===== src/rtl/if_id_fetch_stage_pkg.sv =====
// Pipeline-wide shared definitions.
//   fetch_state_e : IF-stage fetch FSM states
//   NOP_INSTR     : instruction used for bubbles/flushes (mov r0,r0)
//   PC_INC        : sequential PC step
//   if_id_t       : {instr, pc_plus4, valid} pipeline register bundle
package if_id_fetch_stage_pkg;

    typedef enum logic {
        FETCH = 1'b0,
        HELD  = 1'b1
    } fetch_state_e;

    localparam logic [31:0] NOP_INSTR = 32'hE1A0_0000;
    localparam logic [31:0] PC_INC    = 32'd4;

    typedef struct packed {
        logic [31:0] instr;
        logic [31:0] pc_plus4;
        logic        valid;
    } if_id_t;

endpackage


===== src/rtl/if_id_fetch_stage_pc_register.sv =====
// Program counter register.
//   clk, reset  : clock, synchronous active-high reset (loads RESET_PC)
//   load        : load load_target (word-aligned by the caller)
//   inc         : advance by PC_INC (modulo 2^32)
//   pc          : current PC
// Priority: reset > load > inc > hold.
module if_id_fetch_stage_pc_register
    import if_id_fetch_stage_pkg::*;
#(
    parameter logic [31:0] RESET_PC = 32'h0000_0000
) (
    input  logic        clk,
    input  logic        reset,
    input  logic        load,
    input  logic [31:0] load_target,
    input  logic        inc,
    output logic [31:0] pc
);

    logic [31:0] pc_q;
    logic [31:0] pc_d;

    always_comb begin
        pc_d = pc_q;
        if (load) begin
            pc_d = load_target;
        end else if (inc) begin
            pc_d = pc_q + PC_INC;
        end
    end

    always_ff @(posedge clk) begin
        if (reset) begin
            pc_q <= RESET_PC;
        end else begin
            pc_q <= pc_d;
        end
    end

    assign pc = pc_q;

endmodule


===== src/rtl/if_id_fetch_stage.sv =====
// Instruction-fetch stage with IF/ID pipeline register.
//   clk, reset                        : clock, synchronous active-high reset
//   IF_imem_req, IF_pc                : level fetch request / word address
//   IF_imem_ready, IF_imem_data       : word at IF_pc is valid this cycle
//   ID_stall                          : hold PC and IF/ID register
//   ID_branch_taken, ID_branch_target : redirect request from ID
//   ID_instr, ID_pc_plus4, ID_valid   : IF/ID register contents
// A one-entry skid buffer catches the word returned while ID is stalled.
module if_id_fetch_stage #(
    parameter logic [31:0] RESET_PC  = 32'h0000_0000,
    parameter logic [31:0] NOP_INSTR = if_id_fetch_stage_pkg::NOP_INSTR
) (
    input  logic        clk,
    input  logic        reset,
    output logic        IF_imem_req,
    output logic [31:0] IF_pc,
    input  logic        IF_imem_ready,
    input  logic [31:0] IF_imem_data,
    input  logic        ID_stall,
    input  logic        ID_branch_taken,
    input  logic [31:0] ID_branch_target,
    output logic [31:0] ID_instr,
    output logic [31:0] ID_pc_plus4,
    output logic        ID_valid
);

    import if_id_fetch_stage_pkg::*;

    fetch_state_e state_q, state_d;
    if_id_t       if_id_q, if_id_d;
    logic [31:0]  skid_instr_q, skid_instr_d;
    logic [31:0]  skid_pc4_q, skid_pc4_d;

    logic         pc_load;
    logic         pc_inc;
    logic [31:0]  pc_plus4;
    logic         redirect;
    logic         unused_tgt_lsb;

    // Stall beats redirect: ID keeps the branch asserted until it is accepted.
    assign redirect       = ID_branch_taken && !ID_stall;
    assign pc_plus4       = IF_pc + PC_INC;
    assign unused_tgt_lsb = ^ID_branch_target[1:0];

    if_id_fetch_stage_pc_register #(
        .RESET_PC(RESET_PC)
    ) u_pc_register (
        .clk        (clk),
        .reset      (reset),
        .load       (pc_load),
        .load_target({ID_branch_target[31:2], 2'b00}),
        .inc        (pc_inc),
        .pc         (IF_pc)
    );

    always_comb begin
        state_d      = state_q;
        if_id_d      = if_id_q;
        skid_instr_d = skid_instr_q;
        skid_pc4_d   = skid_pc4_q;
        pc_load      = 1'b0;
        pc_inc       = 1'b0;

        if (redirect) begin
            // Flush: wrong-path word in flight and any skid word are dropped.
            pc_load      = 1'b1;
            if_id_d      = '{NOP_INSTR, 32'd0, 1'b0};
            state_d      = FETCH;
            skid_instr_d = '0;
            skid_pc4_d   = '0;
        end else begin
            unique case (state_q)
                FETCH: begin
                    if (IF_imem_ready) begin
                        pc_inc = 1'b1;
                        if (ID_stall) begin
                            skid_instr_d = IF_imem_data;
                            skid_pc4_d   = pc_plus4;
                            state_d      = HELD;
                        end else begin
                            if_id_d = '{IF_imem_data, pc_plus4, 1'b1};
                        end
                    end else if (!ID_stall) begin
                        // Bubble keeps the previous pc_plus4.
                        if_id_d.instr = NOP_INSTR;
                        if_id_d.valid = 1'b0;
                    end
                end
                HELD: begin
                    if (!ID_stall) begin
                        if_id_d = '{skid_instr_q, skid_pc4_q, 1'b1};
                        state_d = FETCH;
                    end
                end
                default: state_d = FETCH;
            endcase
        end
    end

    always_ff @(posedge clk) begin
        if (reset) begin
            state_q      <= FETCH;
            if_id_q      <= '{NOP_INSTR, 32'd0, 1'b0};
            skid_instr_q <= '0;
            skid_pc4_q   <= '0;
        end else begin
            state_q      <= state_d;
            if_id_q      <= if_id_d;
            skid_instr_q <= skid_instr_d;
            skid_pc4_q   <= skid_pc4_d;
        end
    end

    assign IF_imem_req = (state_q == FETCH) && !reset;
    assign ID_instr    = if_id_q.instr;
    assign ID_pc_plus4 = if_id_q.pc_plus4;
    assign ID_valid    = if_id_q.valid;

endmodule


===== config.mk =====
export PLATFORM = sky130hd
export DESIGN_NAME = if_id_fetch_stage
export DESIGN_NICKNAME = d
export VERILOG_FILES = /design/src/rtl/if_id_fetch_stage_pkg.sv /design/src/rtl/if_id_fetch_stage_pc_register.sv /design/src/rtl/if_id_fetch_stage.sv
export SDC_FILE = /design/constraint.sdc
export NUM_CORES = 1
export LEC_CHECK = 0
export ABC_CLOCK_PERIOD_IN_PS = 2420
export CAP_MARGIN = 20
export CORE_UTILIZATION = 50
export DETAILED_ROUTE_END_ITERATION = 16
export PLACE_DENSITY = 0.8
export SETUP_SLACK_MARGIN = 0.02
export SYNTH_ARGS = -nofsm -noshare
export SYNTH_HDL_FRONTEND = slang
export SYNTH_SLANG_ARGS = --single-unit

===== constraint.sdc =====
create_clock -name clk -period 2.42 [get_ports clk]
set_clock_uncertainty 0.15 [all_clocks]
set_input_delay 0.363 -clock clk [delete_from_list [all_inputs] [get_ports clk]]
set_output_delay 0.363 -clock clk [all_outputs]
set_load 0.05 [all_outputs]

# Word level (Yosys, flattened, before mapping)
# Index checks and enable logic that the tools add are counted.
# classes
add_sub_neg,1
eq_ne,3
muxes,17
n_bitwise,1
n_reduce_logical,10
# ops
op,n
$mux W32,5
$mux W65,2
$pmux W65 S2,1
$add A32 B3 Y32 const B,1
$mux W1,8
$ne A2 B2 Y1 const B,3
$reduce_and A3 Y1,2
$reduce_or A2 Y1,2
$logic_and A1 B1 Y1,2
$logic_not A1 Y1,2
$pmux W1 S2,1
$reduce_and A2 Y1,1
$reduce_bool A2 Y1,1
$not A1 Y1,1
# word_totals
register_bits,162
elab_cells,40

# Logic depth before layout (Yosys ltp)
# depth
word_depth,5
mapped_depth,8

# Modules after synthesis
# A second synthesis with hierarchy kept.
# hier_totals
hier_cells,965
area_unflattened_um2,7643.6
# by_module_without_submodules
mod,instances,cells_per_inst,area_each_um2,seq_area_each_um2
if_id_fetch_stage,1,731,5750.5,2602.5
if_id_fetch_stage_pc_register,1,234,1893.1,640.6

# Worst setup path after synthesis
# OpenSTA, ideal clock, no wires.
# synth_path
path_kind,register to register
startpoint,"register u_pc_register.pc_q[2], in the netlist u_pc_register.pc[2]"
endpoint,"register if_id_q, in the netlist ID_pc_plus4[22]"
setup_time_ps,86
arrival_ps,2217
required_ps,2184
path_slack_ps,-34
path_stages_with_launch,7
n_path_buf,0
synth_period_minus_slack_ps,2454
cell_sequence,dfxtp_1 -> ha_1 -> nand4_2 -> nor4_4 -> nand2_1 -> xor2_1 -> a221oi_2
# synth_via
elab_chain_cells,4
# synth_rtl
element,line_no,rtl
from (decl),if_id_fetch_stage_pc_register.sv:20,logic [31:0] pc_q;
from (signal assigned),if_id_fetch_stage_pc_register.sv:36,pc_q <= pc_d;
$add A32 B3 Y32,if_id_fetch_stage.sv:42,assign pc_plus4 = IF_pc + PC_INC;
$mux W65,if_id_fetch_stage.sv:76,if (ID_stall) begin
$mux W32,if_id_fetch_stage.sv:74,if (IF_imem_ready) begin
$pmux W65 S2,if_id_fetch_stage.sv:72,unique case (state_q)
to (signal assigned),if_id_fetch_stage.sv:103,"if_id_q <= '{NOP_INSTR, 32'd0, 1'b0};"
to (signal assigned),if_id_fetch_stage.sv:108,if_id_q <= if_id_d;
to (decl),if_id_fetch_stage.sv:30,"if_id_t if_id_q, if_id_d;"
# No other way between the ends. The select of a mux whose other input is x is not followed.
# A chain may end at the register's enable or synchronous reset.

# Final worst setup path
# layout_path
startpoint,"register u_pc_register.pc_q[5], in the netlist u_pc_register.pc[5]"
endpoint,output IF_pc[5]
# layout_rtl
element,line_no,rtl
to (decl),if_id_fetch_stage.sv:16,"output logic [31:0] IF_pc,"
# No word-level cell between the ends.

==> results.md <==
- Status: completed
- Number of global-route vias before repair: between 6000 and 7000
- Yosys warning count: 0
- Num ports: ~170
- DRT Wirelength: 19.15 mm
- Cell internal pwr: 4.679 mW
- Layout area overhead: 35.19%
- Avg Cell Area, Syn: 7.901 µm²
- Worst Path Max Fanout: 8
- Global-route wire length before repair: ~31 mm
- Max-Slew Margin vs Limit: 0.6373
- Crit path buffers/inverters: 1
- Worst-Skew Late Latency: roughly 420 ps
- Post-CTS sizing: 0
- H-tree levels: 4
- CP top delay family: buffers and inverters
- # port buffers: between 150 and 200
- All-Layer GR Usage: 0.2707
- Fin. max-slew vios: 0
- Total Power: ~6.5 mW
- Antenna violations before repair: 0
- Fin crit share: 0.9499
- Leakage: between 3 and 4 nW
- CTS tree: built
- Sequential fraction of the synthesis area: 0.4461
- Die height: 120.3 µm
- Reg-to-Reg End: ID_pc_plus4[29]
- DRC Markers: 0
- Finished Layout Cells: 1216
- Area contributors post-synth: dfxtp_1 45%, a21oi_1 9.9%, nand2_1 7.5%, xor2_1 4.8%, a211oi_1 4.4%
- Post-CTS Setup Bufs: 0
- FF-to-FF setup slack: approximately 260 ps
- Row cnt: 42
- Hold Violations, Final: 0
- Sequential fraction of design power: 0.432
- Final GP Congestion: approximately 0.84
- Top cells by count, synth: 156 x dfxtp_1, 139 x nand2_1, 138 x a21oi_1, 78 x nor2_1, 50 x clkbuf_1
- Area share of the largest cell type after synthesis: 0.4461
- Critical Path End Type: output port
- EDFF count, synth: 0
- Die area: 0.01448 mm²
- Worst VDD drop: about 0.00048 V
- Clock power share: 0.401
- Hold Path Class: register to register
- Switching pwr: 1.775 mW
- Critical path class: register to output port
- Top-count cell post-synth: dfxtp_1
- Crit-path slowest cell: clkdlybuf4s50_1
- CTS root buffer: clkbuf_16
- Slowest stage delay, CP: 870 ps
- CTS max path bufs: 2
- R2R depth: 5
- Cell Area, Synth: roughly 0.0070 mm²
- Critical Path Source Type: register
- Setup-failing EPs final: 0
- Area of the core: 0.01345 mm²
- CTS Hold Bufs: 0
- Die span in x: 120.3 µm
- Final core occ: 0.7035
- FMAX: about 440 MHz
- Final min period: 2299 ps
- Largest net degree at the start of global routing: 50
- Synth area leader: dfxtp_1
- Register bit total from synthesis: ~160
- Unique cell type count in the Yosys netlist: 45
- Hpwl dp: around 13 mm
- Worst slew pin tran: roughly 540 ps
- Crit Reg-Reg Startpoint: u_pc_register.pc[22]
- Ys flop type: dfxtp_1
- Fin area: around 0.0095 mm²
- Pre-CTS WS: 0.8635 ps
- Syn Inst Count: 886
- Clock Sinks: roughly 160
- Final Worst Setup Slack: 121.3 ps
- Placed cell count: between 1000 and 1500
- # diodes: 0
- Combinational Power Share: 0.167
- Layout cell share with drive strength beyond 1: 0.08846
- WL per Instance: approximately 16 µm
- Ys async rst share: 0
- Maxcap violations: 0
- Setup_tns: 0 ps
- WP data arrival: ~1800 ps
- RSZ-0062 raised after global routing: false
- Hold_ws: roughly 300 ps
- CP required: 1910 ps
- Starting DRT DRC Count: between 600 and 700
- Hold depth: 2
- Hold path endpoint: skid_instr_q[30]
- TritonCTS Buffers: 17
- Drt pass-1 iters: 8
- Vias post-DR: 6881
- Critical path, cell by cell: clkdlybuf4s50_1
- Clk slew on worst S/H paths: about 60 ps
- Nets@finish: 1099
- Switching Fraction: 0.2750
- Detail Route Antenna Nets: 0
- Grt ovf: 0
- Cell Area, Placed: 0.008897 mm²
- Power per cell area: slightly below 700 mW/mm²
- Min-delay src: skid_instr_q[30]
- Initial Util: 0.5204
- DR vias/cell: around 5.7
## kinds of logic after synthesis
family	count (synthesis)	share of synthesized area
compound gates	243	0.2039
simple gates	335	0.2211
other cells	1	0.0005357
flops	156	0.4461
xor+xnor	56	0.07006
mux	1	0.001430
buf+inv	93	0.05505
fa+ha+maj	1	0.001787
## placed cells by master, fill, tap and decap left out, drive strengths merged, types with 12 or more instances in the layout
master         netlist  layout
a211oi              41      41
a21oi              138     138
and3                12      12
buf                 32      45
clkbuf              50      22
clkdlybuf4s50        0     158
dfxtp              156     156
nand2              140     140
nand3               44      44
nand4               23      23
nor2                81      81
o211ai              12      12
o21ai               28      28
xnor2               18      18
xor2                38      38
## power groups by stage
stage / Sequential, mW / Clock (mW) / Combinational [mW]
floorplan: 3.07 / 0 / 0.420
global placement: 2.84 / 0 / 1.06
detailed placement: 2.84 / 0 / 1.07
CTS: 2.79 / 2.62 / 1.08
global route: 2.80 / 2.72 / 1.15
finish: 2.79 / 2.59 / 1.08
## sequential cells by signal, indices dropped and copies added, names as in the netlist
signal	flops
ID_instr	32
ID_pc_plus4	30
ID_valid	1
skid_instr_q	32
skid_pc4_q	30
state_q	1
u_pc_register.pc	30
## how the worst max path moves through the flow
stage | startpoint | slack (ps) | cells after the start | end
detailed placement | IF_imem_ready | 0.9 | 6 | u_pc_register.pc[11]
global placement | IF_imem_ready | 70 | 6 | u_pc_register.pc[15]
floorplan | u_pc_register.pc[6] | 130 | 6 | ID_pc_plus4[22]
global route | u_pc_register.pc[6] | 80 | 2 | IF_pc[6]
finish | u_pc_register.pc[5] | 120 | 1 | IF_pc[5]
CTS | u_pc_register.pc[6] | 110 | 2 | IF_pc[6]
## routing by layer
metal  part of all wire  up-vias  global-route usage
li1                   -     3340                   -
met1               0.44     3246              0.3545
met2               0.48      266              0.4397
met3              0.064       29             0.05094
met4              0.020        0              0.1073
met5                  0        -                   0
## area by class of cell
class / instances / area [µm²]
Inverter: 11 / 41.29
Clock inverter: 8 / 92.59
Multi-Input combinational cell: 640 / 3517
Clock buffer: 22 / 474.2
Fill cell: 1131 / 3989
Tap cell: 176 / 220.2
Timing Repair Buffer: 203 / 1992
Sequential cell: 156 / 3127
Note: power is estimated with default switching activity, not from simulation.
